File: config.mk
export PLATFORM = sky130hd
export DESIGN_NAME = sub_chain_acc
export DESIGN_NICKNAME = d
export VERILOG_FILES = /design/src/rtl/sub_chain_acc.sv
export SDC_FILE = /design/constraint.sdc
export NUM_CORES = 1
export LEC_CHECK = 0
export CORE_MARGIN = 2
export CORE_UTILIZATION = 45
export DETAILED_ROUTE_END_ITERATION = 8
export PLACE_DENSITY_LB_ADDON = 0.15
export SYNTH_ARGS = -nofsm -noshare
export SYNTH_HDL_FRONTEND = slang
export SYNTH_SLANG_ARGS = --single-unit
File: constraint.sdc
create_clock -name clk -period 6.6 [get_ports clk]
set_input_delay 0.99 -clock clk [delete_from_list [all_inputs] [get_ports clk]]
set_output_delay 0.99 -clock clk [all_outputs]
set_load 0.02 [all_outputs]
File: src/rtl/sub_chain_acc.sv
// ============================================================================
// Module   : sub_chain_acc (with leaf subtractor sub)
// Brief    : Framed running-difference accumulator driving a 16-bit subtractor.
//            Optional build macro SAT_EN clamps acc on overflow.
// Revision : 1.0 - initial release
// ============================================================================
`default_nettype none

module sub (
  input  logic [15:0] a,
  input  logic [15:0] b,
  output logic [15:0] out,
  output logic        ov
);
  assign out = a - b;
  // Signed overflow: operands differ in sign and result sign differs from a.
  assign ov  = (a[15] ^ b[15]) & (out[15] ^ a[15]);
endmodule

module sub_chain_acc #(
  parameter int CNT_W = 8
) (
  input  logic             clk,
  input  logic             rst,
  input  logic             in_valid,
  output logic             in_ready,
  input  logic [15:0]      in_data,
  input  logic             in_first,
  input  logic             in_last,
  output logic             out_valid,
  input  logic             out_ready,
  output logic [15:0]      out_data,
  output logic             out_ov,
  output logic [CNT_W-1:0] out_cnt
);
  typedef enum logic [1:0] {
    S_IDLE = 2'd0,
    S_ACC  = 2'd1,
    S_DONE = 2'd2
  } state_t;

  localparam logic [CNT_W-1:0] c_cnt_one = CNT_W'(1);
  localparam logic [CNT_W-1:0] c_cnt_max = {CNT_W{1'b1}};

  state_t           r_state;
  logic [15:0]      r_acc;
  logic             r_ov;
  logic [CNT_W-1:0] r_cnt;
  logic             r_out_valid;

  logic        w_beat;
  logic [15:0] w_sub_out;
  logic        w_sub_ov;
  logic [15:0] w_acc_next;

  sub u_sub (
    .a   (r_acc),
    .b   (in_data),
    .out (w_sub_out),
    .ov  (w_sub_ov)
  );

`ifdef SAT_EN
  // Clamp toward the sign of the current accumulator when the subtract overflows.
  assign w_acc_next = w_sub_ov ? (r_acc[15] ? 16'h8000 : 16'h7FFF) : w_sub_out;
`else
  assign w_acc_next = w_sub_out;
`endif

  assign in_ready  = (r_state != S_DONE) & ~rst;
  assign w_beat    = in_valid & in_ready;
  assign out_valid = r_out_valid;
  assign out_data  = r_acc;
  assign out_ov    = r_ov;
  assign out_cnt   = r_cnt;

  always_ff @(posedge clk or posedge rst) begin
    if (rst) begin
      r_state     <= S_IDLE;
      r_acc       <= 16'h0000;
      r_ov        <= 1'b0;
      r_cnt       <= '0;
      r_out_valid <= 1'b0;
    end else begin
      case (r_state)
        S_IDLE, S_ACC: begin
          if (w_beat) begin
            // In IDLE every beat opens a frame; in ACC in_first restarts one.
            if (r_state == S_IDLE || in_first) begin
              r_acc <= in_data;
              r_ov  <= 1'b0;
              r_cnt <= c_cnt_one;
            end else begin
              r_acc <= w_acc_next;
              r_ov  <= r_ov | w_sub_ov;
              if (r_cnt != c_cnt_max) r_cnt <= r_cnt + c_cnt_one;
            end
            if (in_last) begin
              r_state     <= S_DONE;
              r_out_valid <= 1'b1;
            end else begin
              r_state <= S_ACC;
            end
          end
        end
        S_DONE: begin
          if (out_ready) begin
            r_state     <= S_IDLE;
            r_out_valid <= 1'b0;
          end
        end
        default: begin
          r_state     <= S_IDLE;
          r_out_valid <= 1'b0;
        end
      endcase
    end
  end
endmodule

`default_nettype wire

Word level (Yosys, flattened, before mapping)
Index checks and enable logic that the tools add are counted.
- memory bits (writable): 0
- memories kept: 0
- bits in read-only memories: 0
- bits in registers: 28
- input bits: 22
- word-level logic and storage cells: 41
- output and inout bits: 27
- bits in latches: 0
- muxes and demuxes: 12
- $add $sub $neg: 2
- divide/modulo/power cells: 0
- multipliers: 0
- shift operators: 0
- eq/ne operators: 7
- bitwise operators: 7
- reduce and logical (&&, ||, !) cells: 8
- $lt $le $gt $ge: 0
- operators by type and width (operator ; number):
    $mux 16 ; 1
    $mux 8 ; 2
    $sub 16x16->16 ; 1
    $add 8x1->8 const B ; 1
    $ne 2x2->1 const B ; 4
    $ne 8x8->1 const B ; 1
    $mux 2 ; 3
    $reduce_and 3->1 ; 2
    $mux 1 ; 4
    $pmux 2 s2 ; 1
    $reduce_and 2->1 ; 2
    $and 1x1->1 ; 3
    $eq 2x1->1 const B ; 1
    $eq 2x2->1 const B ; 1
    $logic_not 2->1 ; 1
    $pmux 1 s2 ; 1
    $reduce_bool 2->1 ; 1
    $reduce_or 2->1 ; 1
    $xor 1x1->1 ; 2
    $logic_or 1x1->1 ; 1
    $not 1->1 ; 1
    $or 1x1->1 ; 1

Logic depth before layout (Yosys ltp)
Gate-level depths: netlist (run 1).
- word-level depth: 5
- depth in mapped cells: 11
- gate-level depth less buffers: 11

Cells and area by module
A second synthesis (run 1) with hierarchy kept.
- cell total of the unflattened synthesis: 280
- area total of the unflattened synthesis: 2220.9 µm²
- modules (own cells, without submodules) (module ; cells an instance ; times used ; area each (µm²) ; sequential area each (µm²)):
    sub_chain_acc ; 155 ; 1 ; 1366.3 ; 700.7
    sub ; 125 ; 1 ; 854.6 ; 0.0

Least setup slack after synthesis (run 1)
Ideal clock, no wire load.
- path kind: in2reg
- start: in in_data[0]
- end: reg r_acc[14], in the netlist out_data[14]
- slack: 3.695 ns
- path buffers: 0
- arrival time: 2.823 ns
- required time: 6.518 ns
- library setup time: 0.082 ns
- cell stages on the path: 10
- cells stage by stage: ha_1 -> inv_1 -> fa_1 -> a21o_1 -> a311oi_2 -> o31ai_1 -> a221oi_2 -> xnor2_1 -> nand2_1 -> a31oi_1
- longest elaborated chain between the ends: 2
- RTL lines (item ; line ; RTL):
    start, declared ; 27 ; input logic [15:0] in_data,
    $sub 16x16->16 ; 15 ; assign out = a - b;
    $mux 16 ; 89 ; if (r_state == S_IDLE || in_first) begin
    end signal, assigned ; 90 ; r_acc <= in_data;
    end signal, assigned ; 94 ; r_acc <= w_acc_next;
    end, declared ; 46 ; logic [15:0] r_acc;
No other way between the ends.
A chain may end at the register's enable or synchronous reset.

Worst setup path after layout (run 1)
Ends and elaborated chain as after synthesis.

==> metrics, run 1 <==
status finished clean; critical register-to-register path endpoint out_data[14]; RSZ-0062 raised after global routing no; setup clock skew after layout 0.00183 ns; Boundary Pins 49; register-to-register setup slack 4.08 ns; CP Capture Point out_data[14]; minimum clock period after layout 3.26 ns; required time reported for the critical path endpoint 6.81 ns; register bit total from synthesis 28; final RePlAce weighted congestion 0.892; wire length per cell 14.2 um; number of enable flip-flop cells after synthesis 0; Slew headroom 0.485; maximum root-to-sink buffer count 2; Tot GR Track Use 0.197; global-route wire length before repair 8340 um; IO Port Bufs 48; endpoint kind of the worst setup timing path flop; maximum resistive drop on vdd 0.150 mV; number of hold violations in the final report 0; Final Max Slew Viols 0; arrival time at the worst endpoint 3.47 ns; width of the die 72.6 um; area of the core 0.00444 sq mm; cells resized by post-CTS repair 0; post-route antenna net violation count 0; measured slew at the worst slew-check pin 0.773 ns; critical path class primary input to flop; H-Tree Depth 1; power after layout 816 uW; die footprint 0.00527 sq mm; Post-CTS Repair Setup Buffers 0; Final Routed Wirelength 5040 um; register area share after synthesis 0.331; effective utilization at floorplan 0.476; launching point of the worst reg2reg path out_data[0]; area growth from synthesis to final layout 28.0%; Pwr per Cell Area 301 mW/mm^2; Most used DFF post-synth sky130_fd_sc_hd__dfrtp_1; Async S/R FF share, synth 1.00; net count of the mapped netlist 295; standard-cell row count 24; depth of the worst register-to-register path 11; number of global-route vias before repair 1891; static leakage 0.00118 uW; Final setup viols 0; DRC violations left 0; ratio of cells with drive above 1 in the final layout 0.0596; number of buffers inserted during clock tree synthesis 3; root buf cell sky130_fd_sc_hd__clkbuf_8; Post-Synthesis Cell Area 0.00212 sq mm; clk sinks 28; ANT cells 0; hold buffers post-CTS 0; largest net degree at the start of global routing 29; clock latency at the later pin of the worst-skew pair 0.28 ns; Critical Path Start Type primary input; peak clock frequency supported by timing 307 MHz; sum of overflow across all layers after global routing 0; die height 72.6 um; Setup TNS 0 ns; half-perimeter wire length of the detailed placement result 3720 um; worst hold-check slack 0.529 ns; count of mapped cells out of synthesis 256; net total in the final layout 342; overall via count from detail_route 2004; number of distinct library cells after synthesis 49; final critical-path share of the clock period 0.494; launching element of the worst setup path in_data[0]; Maximum Capacitance Violations 0; Clock Pin Slew Worst Setup and Hold Paths 0.10 ns; Tightest Hold Check Type flop to flop; CTS tree done; drt first pass iters 4; yosys warns 0; via density per instance 5.66; number of antenna violations at the first check in global routing 0; initial DRC count 145; maximum fanout encountered on the critical timing path 3; Layout Utilization 0.609; average instance area after synthesis 8.26 sq um
routing by layer:
metal	GRT usage	wire length, um	vias to the layer above
met4	0.0576	66	0
met3	0.0387	256	7
met1	0.265	2410	946
met2	0.321	2310	57
li1	-	-	994
met5	0	0	-
per-stage QoR:
step | setup slack, ns | std cells | instance area (sq um)
3_5_place_dp | 3.04 | 350 | 2640
6_report | 3.34 | 354 | 2710
4_1_cts | 3.32 | 354 | 2710
3_3_place_gp | 3.12 | 350 | 2640
5_1_grt | 3.24 | 354 | 2710
2_1_floorplan | 3.70 | 256 | 2120
kinds of logic after synthesis:
| group | after synthesis | synth area share |
|---|---|---|
| simple gates | 84 | 0.180 |
| flops | 28 | 0.331 |
| fa+ha+maj | 17 | 0.104 |
| xor+xnor | 14 | 0.0580 |
| mux | 1 | 0.00473 |
| buf+inv | 31 | 0.0615 |
| compound gates | 81 | 0.261 |
flip-flops by register name, indices dropped and copies added (netlist names):
signal,count
out_cnt,8
out_data,16
out_ov,1
out_valid,1
r_state,2
cell type report:
class                           count  area (sq um)
Sequential cell                    28           701
Multi-Input combinational cell    197          1280
Fill cell                         409          1740
Clock inverter                      1          30.0
Timing Repair Buffer               51           503
Tap cell                           52          65.1
Inverter                           22          82.6
Clock buffer                        3          41.3
worst min-delay path by stage:
stage                     cells after the start       start    endpoint  slack (ns)
after detailed placement                      1   out_valid   out_valid        0.49
final                                         1   out_valid   out_valid        0.53
after CTS                                     1   out_valid   out_valid        0.52
after floorplan                               1  r_state[1]  r_state[0]        0.49
after global routing                          1   out_valid   out_valid        0.53
after global placement                        1   out_valid   out_valid        0.49
power breakdown:
part	internal, uW	switching [uW]	total (uW)
registers	206	35.0	241
clock network	81.3	58.1	139
logic	200	236	436
total	487	329	816
Yosys cell counts (3+ instances only):
master	number	area, sq um
sky130_fd_sc_hd__nor2_1	31	116
sky130_fd_sc_hd__dfrtp_1	28	701
sky130_fd_sc_hd__a21oi_1	27	135
sky130_fd_sc_hd__nand2_1	26	97.6
sky130_fd_sc_hd__inv_1	22	82.6
sky130_fd_sc_hd__ha_1	16	200
sky130_fd_sc_hd__o21ai_0	13	65.1
sky130_fd_sc_hd__a31oi_1	8	50.1
sky130_fd_sc_hd__xnor2_1	7	61.3
sky130_fd_sc_hd__xor2_1	7	61.3
sky130_fd_sc_hd__clkbuf_1	5	18.8
sky130_fd_sc_hd__nand2b_1	5	31.3
sky130_fd_sc_hd__nand3_1	5	25.0
sky130_fd_sc_hd__nand4_1	5	31.3
sky130_fd_sc_hd__a211oi_1	3	22.5
sky130_fd_sc_hd__a21o_1	3	22.5
sky130_fd_sc_hd__a31o_2	3	26.3
sky130_fd_sc_hd__o211ai_1	3	22.5
sky130_fd_sc_hd__or3_1	3	18.8
critical path: stages:
cell and delay [ns]:
sky130_fd_sc_hd__clkdlybuf4s50_1 0.48, sky130_fd_sc_hd__ha_1 0.17, sky130_fd_sc_hd__inv_1 0.05, sky130_fd_sc_hd__fa_1 0.40, sky130_fd_sc_hd__a21o_1 0.21, sky130_fd_sc_hd__a311oi_2 0.34
sky130_fd_sc_hd__o31ai_1 0.18, sky130_fd_sc_hd__a221oi_2 0.28, sky130_fd_sc_hd__xnor2_1 0.14, sky130_fd_sc_hd__nand2_1 0.07, sky130_fd_sc_hd__a31oi_1 0.16
cells in the final DEF (no fill, tap or decap), types with 5 or more instances in the layout:
cell type | synthesis | routed
sky130_fd_sc_hd__a21oi_1 | 27 | 27
sky130_fd_sc_hd__a31oi_1 | 8 | 8
sky130_fd_sc_hd__clkdlybuf4s50_1 | 0 | 48
sky130_fd_sc_hd__dfrtp_1 | 28 | 28
sky130_fd_sc_hd__ha_1 | 16 | 16
sky130_fd_sc_hd__inv_1 | 22 | 22
sky130_fd_sc_hd__nand2_1 | 26 | 26
sky130_fd_sc_hd__nand2b_1 | 5 | 5
sky130_fd_sc_hd__nand3_1 | 5 | 5
sky130_fd_sc_hd__nand4_1 | 5 | 5
sky130_fd_sc_hd__nor2_1 | 31 | 31
sky130_fd_sc_hd__o21ai_0 | 13 | 13
sky130_fd_sc_hd__xnor2_1 | 7 | 7
sky130_fd_sc_hd__xor2_1 | 7 | 7
Power figures use the tool's default switching activity.
==> inputs of run 2 (changes only) <==
clock period = 3.3 ns   (was 6.6 ns; I/O delays follow)
==> run 2 against run 1 <==
Net effect:
- power increased by 100%
- sequential cell count did not move
- largest power group unchanged
- global-route usage increased by 0.28 points
- die area unchanged
- combinational power up 99%
- final cell count is 0.56% higher
- critical path depth stayed put
- core utilization grew 0.34 points
- count of clock-buffer cells in the layout stayed put
- critical path type unchanged
- worst setup slack worse by 2.8 ns
==> metrics, run 2 (synthesis results as in run 1) <==
status finished clean; most common cell after layout, fill and taps aside sky130_fd_sc_hd__clkdlybuf4s50_1; final RePlAce weighted congestion 0.933 (+4.5%); Maximum Capacitance Violations 0 (unchanged); arrival time at the worst endpoint 2.98 ns (-0.49 ns); area growth from synthesis to final layout 28.7%; Clock Pin Slew Worst Setup and Hold Paths 0.11 ns (about the same); effective utilization at floorplan 0.476 (unchanged); RSZ-0062 raised after global routing no; minimum clock period after layout 2.77 ns; width of the die 72.6 um (unchanged); hold buffers post-CTS 0 (unchanged); number of hold violations in the final report 0 (unchanged); Critical Path Start Type primary input; drt first pass iters 4 (unchanged); Post-CTS Repair Setup Buffers 0 (unchanged); critical path class primary input to flop; peak clock frequency supported by timing 361 MHz; static leakage 0.00119 uW (+0.75%); final critical-path share of the clock period 0.839; post-route antenna net violation count 0 (unchanged); H-Tree Depth 1 (unchanged); endpoint kind of the worst setup timing path flop; Setup TNS 0 ns (unchanged); Pwr per Cell Area 599 mW/mm^2 (+99%); wire length per cell 13.9 um (-2.3%); maximum resistive drop on vdd 0.304 mV (+100%); global-route wire length before repair 8530 um (+2.2%); overall via count from detail_route 1989 (-0.75%); required time reported for the critical path endpoint 3.51 ns (-3.30 ns); IO Port Bufs 48 (unchanged); total of fill cells in the finished design 401 (-2.0%); number of global-route vias before repair 1872 (-1.0%); root buf cell sky130_fd_sc_hd__clkbuf_8; clk sinks 28 (unchanged); cell area after placement 0.00265 sq mm (+0.57%); Boundary Pins 49 (unchanged); post-route cell area 0.00272 sq mm (+0.55%); half-perimeter wire length of the detailed placement result 3630 um (-2.4%); via density per instance 5.59 (-1.3%); worst hold-check slack 0.529 ns (-0.0000760 ns); number of flip-flops in the largest register 16 (unchanged); Tot GR Track Use 0.199 (+0.00285); measured slew at the worst slew-check pin 0.526 ns (-0.247 ns); number of buffers inserted during clock tree synthesis 3 (unchanged); Final Routed Wirelength 4950 um (-1.7%); Slew headroom 0.648 (+0.163); standard-cell row count 24 (unchanged); largest net degree at the start of global routing 29 (unchanged); area of the core 0.00444 sq mm (unchanged); CTS tree done; ratio of cells with drive above 1 in the final layout 0.0658 (+0.00619); die height 72.6 um (unchanged); ANT cells 0 (unchanged); DRC violations left 0 (unchanged); setup clock skew after layout 0.00855 ns (+0.00672 ns); cells resized by post-CTS repair 0 (unchanged); sum of overflow across all layers after global routing 0 (unchanged); die footprint 0.00527 sq mm (unchanged); Final setup viols 0 (unchanged); Final Max Slew Viols 0 (unchanged); maximum fanout encountered on the critical timing path 3 (unchanged); Tightest Hold Check Type flop to flop; maximum root-to-sink buffer count 2 (unchanged); commonest non-fill, non-tap cells in the layout sky130_fd_sc_hd__clkdlybuf4s50_1 (48), sky130_fd_sc_hd__nor2_1 (31), sky130_fd_sc_hd__dfrtp_1 (28), sky130_fd_sc_hd__a21oi_1 (27), sky130_fd_sc_hd__nand2_1 (26); clock latency at the later pin of the worst-skew pair 0.28 ns (about the same); initial DRC count 95 (-34%); net total in the final layout 344 (+0.58%); number of antenna violations at the first check in global routing 0 (unchanged)
## run 2: cell count changes in the layout (fill, tap and decap cells not counted), sizes merged
cell  delta
buf      +2
## run 2: worst max-delay path, cell delays in order
cell                              delay, ns
sky130_fd_sc_hd__clkdlybuf4s50_1       0.48
sky130_fd_sc_hd__ha_1                  0.16
sky130_fd_sc_hd__inv_1                 0.05
sky130_fd_sc_hd__fa_1                  0.40
sky130_fd_sc_hd__a21o_1                0.21
sky130_fd_sc_hd__a311oi_2              0.35
sky130_fd_sc_hd__o31ai_1               0.17
sky130_fd_sc_hd__a221oi_2              0.29
sky130_fd_sc_hd__xnor2_1               0.15
sky130_fd_sc_hd__nand2_1               0.07
sky130_fd_sc_hd__a31oi_1               0.16
## run 2: per-layer routing
layer,track usage,up-vias,share of wire
li1,-,1000,-
met1,0.283,923,0.49
met2,0.321,62,0.45
met3,0.0345,4,0.052
met4,0.0412,0,0.0059
met5,0,-,0
## run 2: final timing paths
| path | from | to | slack (ns) | cells after the start |
|---|---|---|---|---|
| worst max-delay path | in_data[0] | out_data[14] | 0.53 | 11 |
| worst min-delay path | out_data[4] | out_data[4] | 0.53 | 2 |
| max in group asynchronous | rst | out_valid | 2.38 | 3 |
| worst max register to register | out_data[0] | out_data[14] | 0.78 | 11 |
| min in group asynchronous | rst | out_data[9] | 0.64 | 3 |
| worst min register to register | out_data[4] | out_data[4] | 0.53 | 2 |
## run 2: cell type report
class | instances | area, sq um | area share
Sequential cell | 28 | 701 | 0.257
Inverter | 22 | 82.6 | 0.0303
Tap cell | 52 | 65.1 | 0.0239
Clock inverter | 1 | 30.0 | 0.0110
Multi-Input combinational cell | 197 | 1280 | 0.472
Clock buffer | 3 | 41.3 | 0.0152
Timing Repair Buffer | 53 | 518 | 0.190
## run 2: metrics by stage
step / utilization / power (uW) / setup WS, ns / std cells
3_3_place_gp: 0.597 / 1340 / 0.311 / 352
3_5_place_dp: 0.597 / 1350 / 0.224 / 352
5_1_grt: 0.613 / 1750 / 0.391 / 356
2_1_floorplan: - / 1080 / 0.848 / 256
6_report: 0.613 / 1630 / 0.533 / 356
4_1_cts: 0.613 / 1640 / 0.516 / 356
## run 2: where the power goes
part / total, uW / internal [uW] / switching (uW) / leakage [uW]
logic: 867 / 402 / 465 / 0.000816
registers: 480 / 412 / 68.6 / 0.000340
clock network: 285 / 163 / 122 / 0.0000357
total: 1630 / 976 / 656 / 0.00119
